--- config.mk ---
export PLATFORM = sky130hd
export DESIGN_NAME = branch_predict_resolve
export DESIGN_NICKNAME = d
export VERILOG_FILES = /design/src/rtl/branch_predict_resolve_pkg.sv /design/src/rtl/branch_predict_resolve_cond_eval.sv /design/src/rtl/branch_predict_resolve.sv
export SDC_FILE = /design/constraint.sdc
export NUM_CORES = 2
export LEC_CHECK = 0
export BUFFER_PORTS_ARGS = -buffer_cell sky130_fd_sc_hd__buf_2
export CORE_MARGIN = 2
export CORE_UTILIZATION = 55
export CTS_BUF_LIST = sky130_fd_sc_hd__clkbuf_16
export DETAILED_ROUTE_END_ITERATION = 8
export PLACE_DENSITY = 0.75
export SETUP_SLACK_MARGIN = 0.02
export SYNTH_ARGS = -nofsm -noshare
export SYNTH_HDL_FRONTEND = slang
export SYNTH_SLANG_ARGS = --single-unit
--- constraint.sdc ---
create_clock -name clk -period 3.65 [get_ports clk]
set_clock_uncertainty 0.05 [all_clocks]
set_input_delay 0.1825 -clock clk [delete_from_list [all_inputs] [get_ports clk]]
set_output_delay 0.1825 -clock clk [all_outputs]
set_load 0.01 [all_outputs]
--- src/rtl/branch_predict_resolve_pkg.sv ---
// Shared encodings for the branch unit: branch condition codes, 2-bit counter
// states and the saturating counter step.
package branch_predict_resolve_pkg;

  typedef enum logic [2:0] {
    BR_NONE = 3'd0,
    BR_EQ   = 3'd1,
    BR_NE   = 3'd2,
    BR_LT   = 3'd3,
    BR_LTU  = 3'd4,
    BR_GE   = 3'd5,
    BR_GEU  = 3'd6
  } branch_type_t;

  localparam logic [1:0] CNT_SNT = 2'b00;
  localparam logic [1:0] CNT_WNT = 2'b01;
  localparam logic [1:0] CNT_WT  = 2'b10;
  localparam logic [1:0] CNT_ST  = 2'b11;

  function automatic logic [1:0] cnt_step(input logic [1:0] cnt, input logic taken);
    if (taken) return (cnt == CNT_ST) ? CNT_ST : cnt + 2'd1;
    else       return (cnt == CNT_SNT) ? CNT_SNT : cnt - 2'd1;
  endfunction

endpackage

--- src/rtl/branch_predict_resolve_cond_eval.sv ---
// Combinational evaluator for the six RV32I branch conditions; the
// no-branch code and unused codes evaluate to not-taken.
module branch_cond_eval
  import branch_predict_resolve_pkg::*;
#(
  parameter int XLEN = 32
) (
  input  logic [2:0]      branch_type,
  input  logic [XLEN-1:0] operand1,
  input  logic [XLEN-1:0] operand2,
  output logic            taken
);

  logic eq;
  logic lt_s;
  logic lt_u;

  assign eq   = (operand1 == operand2);
  assign lt_s = ($signed(operand1) < $signed(operand2));
  assign lt_u = (operand1 < operand2);

  always_comb begin
    taken = 1'b0;
    case (branch_type)
      BR_EQ:   taken = eq;
      BR_NE:   taken = !eq;
      BR_LT:   taken = lt_s;
      BR_LTU:  taken = lt_u;
      BR_GE:   taken = !lt_s;
      BR_GEU:  taken = !lt_u;
      default: taken = 1'b0;
    endcase
  end

endmodule

--- src/rtl/branch_predict_resolve.sv ---
// Branch unit: bimodal counters plus tagged BTB for IF prediction, EX-stage
// resolution with flush/redirect, and branch/mispredict performance counters.
module branch_predict_resolve
  import branch_predict_resolve_pkg::*;
#(
  parameter int         XLEN     = 32,
  parameter int         IDX_W    = 6,
  parameter int         TAG_W    = 8,
  parameter logic [1:0] CNT_INIT = CNT_WNT,
  parameter int         PERF_W   = 32
) (
  input  logic              clk,
  input  logic              rst_n,
  input  logic [XLEN-1:0]   pc_f,
  output logic              pred_taken_f,
  output logic [XLEN-1:0]   pred_target_f,
  input  logic              valid_e,
  input  logic              stall_e,
  input  logic [2:0]        branch_type_e,
  input  logic [XLEN-1:0]   pc_e,
  input  logic [XLEN-1:0]   operand1_e,
  input  logic [XLEN-1:0]   operand2_e,
  input  logic [XLEN-1:0]   target_e,
  input  logic              pred_taken_e,
  input  logic [XLEN-1:0]   pred_target_e,
  output logic              branch_e,
  output logic              mispredict_e,
  output logic [XLEN-1:0]   redirect_pc_e,
  input  logic              clr_perf,
  output logic [PERF_W-1:0] branch_cnt,
  output logic [PERF_W-1:0] mispredict_cnt
);

  localparam int ENTRIES = 1 << IDX_W;

  logic [1:0]         cnt_reg        [ENTRIES];
  logic [ENTRIES-1:0] btb_valid_reg;
  logic [TAG_W-1:0]   btb_tag_reg    [ENTRIES];
  logic [XLEN-1:0]    btb_target_reg [ENTRIES];
  logic [PERF_W-1:0]  branch_cnt_reg;
  logic [PERF_W-1:0]  mispredict_cnt_reg;

  logic [IDX_W-1:0] idx_f, idx_e;
  logic [TAG_W-1:0] tag_f, tag_e;
  logic             cond_taken;
  logic             active;
  logic             update;
  logic             unused_pc_bits;

  assign idx_f = pc_f[IDX_W+1:2];
  assign tag_f = pc_f[IDX_W+TAG_W+1:IDX_W+2];
  assign idx_e = pc_e[IDX_W+1:2];
  assign tag_e = pc_e[IDX_W+TAG_W+1:IDX_W+2];
  assign unused_pc_bits = ^{pc_f, pc_e};

  // Read is purely combinational: an EX write this cycle is seen by IF next cycle.
  assign pred_taken_f  = btb_valid_reg[idx_f] && (btb_tag_reg[idx_f] == tag_f) && cnt_reg[idx_f][1];
  assign pred_target_f = pred_taken_f ? btb_target_reg[idx_f] : '0;

  branch_cond_eval #(.XLEN(XLEN)) u_cond (
    .branch_type (branch_type_e),
    .operand1    (operand1_e),
    .operand2    (operand2_e),
    .taken       (cond_taken)
  );

  assign active        = valid_e && (branch_type_e != BR_NONE);
  assign branch_e      = active && cond_taken;
  assign mispredict_e  = active && ((branch_e != pred_taken_e) ||
                                    (branch_e && (pred_target_e != target_e)));
  assign redirect_pc_e = !active ? '0 : (branch_e ? target_e : pc_e + XLEN'(4));
  assign update        = active && !stall_e;

  always_ff @(posedge clk or negedge rst_n) begin
    if (!rst_n) begin
      for (int i = 0; i < ENTRIES; i++) cnt_reg[i] <= CNT_INIT;
      btb_valid_reg <= '0;
    end else if (update) begin
      cnt_reg[idx_e] <= cnt_step(cnt_reg[idx_e], branch_e);
      if (branch_e) btb_valid_reg[idx_e] <= 1'b1;
    end
  end

  // Tag/target need no reset: an entry is ignored until its valid bit is set.
  always_ff @(posedge clk) begin
    if (update && branch_e) begin
      btb_tag_reg[idx_e]    <= tag_e;
      btb_target_reg[idx_e] <= target_e;
    end
  end

  always_ff @(posedge clk or negedge rst_n) begin
    if (!rst_n) begin
      branch_cnt_reg     <= '0;
      mispredict_cnt_reg <= '0;
    end else if (clr_perf) begin
      branch_cnt_reg     <= '0;
      mispredict_cnt_reg <= '0;
    end else if (update) begin
      branch_cnt_reg <= branch_cnt_reg + PERF_W'(1);
      if (mispredict_e) mispredict_cnt_reg <= mispredict_cnt_reg + PERF_W'(1);
    end
  end

  assign branch_cnt     = branch_cnt_reg;
  assign mispredict_cnt = mispredict_cnt_reg;

endmodule
==> reports/metrics.cfg <==
[grt]
grt_max_degree = 118
grt_overflow = 0
grt_use_total = 0.343
antenna_found_initial = 16
grt_pass1_vias = 63000
grt_pass1_wl_um = 486000

[synthesis]
netlist_area_um2 = 112000
async_flop_share = 0.0909
synth-warning-count = 0
avgSynthCellArea_um2 = 20.8
synth_fp_nets = 5604
synthFlopType = edfxtp_1
seq_area_frac_synth = 0.747
synth_edf_count = 2560
synth_cell_types = 67
netlist_instances = 5368
synth-seq-cells = 2816

[worst_setup_path]
cpMaxStageDelayCell = or4_4
crit_arrival_ns = 4.53
critPathMaxFanout = 33
crit_top_cell = mux4_2
required_ns = 3.42
worstPathCellList = mux4_2 > mux4_2 > xnor2_2 > o2111ai_1 > o41ai_1 > a21oi_1 > or4_4 > buf_12 > a211oi_2 > buf_2
critPathCaptureType = primary output
r2r_cells = 8
path_class = reg -> out
startpoint_type = register
cpPeakStageDelay_ns = 0.60

[die]
dieHeight_um = 455
die_x_um = 455
start_util = 0.553
core_area_um2 = 202000
dieArea_um2 = 207000
ios = 332
num_rows = 165

[timing]
hold_ws_ns = 0.0340
fmax_mhz = 210
worst_slack_ns = -1.12
rsz0062_at_grt = yes
min_period_ns = 4.77
max_slew_margin = 0.183
hold_viol_final = 0
setup_viol = 50
setup_tns_ns = -35.02
drv_slew = 0
fin_crit_sh = 1.31
tightest_slew_ns = 1.21

[route]
wl_per_cell_um = 38.5
num_vias = 63300
antenna_left = 0
vias_per_cell = 6.90
drt-total-wl_um = 353000
drcViolationCount = 0
dr.pass1.iters = 6
drt_iter0_markers = 10800

[layout]
fin_cells = 9179
syn_to_final_growth_pct = 19.5
largest_reg_flops = 2048
drive_gt1_frac = 0.369
finalNetCount = 6538

[power_and_ir_drop]
ir_worst_vdd_uv = 357
p_per_area_nw_per_um2 = 509
p_leak_nw = 44.7

[clock_tree]
cts.sinks = 2816
cts.htree.levels = 5
cts_buffers = 293
clk_latency_ns = 0.94
cts_root_buf = clkbuf_16
cts.reportedPaths.clkPinSlew_ns = 0.06
cts_tree = built
cts_buffer_depth = 4

[placement]
gp_congestion = 0.915
hpwl_um = 210000
portBuffers = 313
dp_cells = 8603

[hold_path]
hold_depth = 2
min_path_type = in -> reg

[run]
cap_viol_max_count = 0

[outcome]
outcome = complete, but fails checks
violations = setup timing

[repair_timing]
| item | 4_1_cts | 5_1_grt |
|---|---|---|
| pin swaps | 4 | 37 |
| hold endpoints to repair | 1492 | 0 |
| hold buffers | 48 | 0 |
| endpoints found under the setup margin | 52 | 59 |
| cloned | 1 | 5 |
| resized for setup | 6 | 114 |
| buffers inserted | 3 | 20 |
[layout make-up]
| cell class | count | area, µm² |
|---|---|---|
| timing repair buffer | 928 | 9830 |
| inverter | 56 | 238 |
| clock inverter | 189 | 1230 |
| multi-input combinational | 2207 | 27900 |
| sequential | 2816 | 83400 |
| fill | 12400 | 68400 |
| antenna | 9 | 22.5 |
| clock buffer | 302 | 7560 |
| tap | 2672 | 3340 |
[per-layer routing]
metal / GRT usage / routed length [µm]
met2: 0.524 / 164000
met4: 0.216 / 27700
met5: 0.00233 / 129
met3: 0.0854 / 48000
met1: 0.447 / 114000
[report_power, final]
part / internal (mW) / leakage, nW / switching [mW]
clock: 16.0 / 4.53 / 12.3
combinational: 1.78 / 13.9 / 2.52
sequential: 35.4 / 26.3 / 0.0974
[kinds of logic after synthesis]
kind of cell	synth area share
DFF	0.747
muxes	0.172
and+or+nand+nor	0.0331
AOI/OAI and AO/OA	0.0235
buffers and inverters	0.0131
xor gates and xnor gates	0.00761
adders and majority gates	0.00410
[critical path: cells and delay by family, from the launching register on]
family,cells,cell delay (ns)
AO/OA/AOI/OAI,4,0.84
XOR/XNOR,1,0.28
buffers and inverters,2,0.40
flip-flops,1,0.44
multiplexers,2,1.02
AND/OR/NAND/NOR,1,0.60
[metrics by stage]
step | power (mW) | area [µm²] | worst slack, ns | utilization
final | 68.0 | 133000 | -1.12 | 0.661
after CTS | 67.8 | 133000 | -1.16 | 0.657
after global placement | 39.9 | 123000 | -0.876 | 0.611
after floorplan | 38.2 | 112000 | -0.257 | -
after detailed placement | 40.0 | 123000 | -0.860 | 0.611
after global routing | 69.3 | 133000 | -1.13 | 0.661
[layout by cell type, fill, tap and decap left out, drive strengths merged, types with 66 or more instances in the layout]
cell,n
or2,66
clkinv,116
o21ai,153
nor2,175
edfxtp,2560
buf,874
clkbuf,308
dfrtp,192
mux4,823
a21oi,93
inv,112
nand2,267
[cells in the mapped netlist, types with 12 or more instances]
| master | count | area, µm² |
|---|---|---|
| mux2i_1 | 60 | 601 |
| and3_1 | 29 | 181 |
| buf_2 | 85 | 425 |
| nand4_1 | 31 | 194 |
| nand3_1 | 61 | 305 |
| o31ai_1 | 19 | 143 |
| nor3_1 | 14 | 70.1 |
| buf_1 | 26 | 97.6 |
| nor2b_1 | 36 | 225 |
| o211ai_1 | 20 | 150 |
| o21ai_0 | 152 | 761 |
| a211oi_2 | 16 | 200 |
| a22o_1 | 12 | 105 |
| inv_1 | 55 | 206 |
| ha_1 | 35 | 438 |
| or2_2 | 66 | 413 |
| a211oi_1 | 22 | 165 |
| nor2_1 | 175 | 657 |
| xor2_1 | 35 | 307 |
| and2_1 | 32 | 200 |
| edfxtp_1 | 2560 | 76900 |
| dfrtp_1 | 192 | 4800 |
| or4_1 | 18 | 135 |
| mux4_2 | 823 | 18500 |
| or3_1 | 21 | 131 |
| clkbuf_1 | 165 | 619 |
| a21oi_1 | 93 | 465 |
| nand2_1 | 267 | 1000 |
| xnor2_1 | 62 | 543 |
| a22oi_1 | 17 | 128 |
| dfstp_2 | 64 | 1680 |
[worst paths after layout]
| path | startpoint | slack [ns] | endpoint |
|---|---|---|---|
| min in group asynchronous | rst_n | 0.39 | cnt_reg[6] |
| min | target_e[6] | 0.03 | btb_target_reg[17][6] |
| max | btb_tag_reg[43][7] | -1.12 | pred_target_f[11] |
| max in group asynchronous | rst_n | 2.58 | cnt_reg[120] |
| min reg2reg | btb_valid_reg[56] | 0.42 | btb_valid_reg[56] |
| max reg2reg | branch_cnt[3] | 0.35 | branch_cnt[31] |
Note: power is estimated with default switching activity, not from simulation.
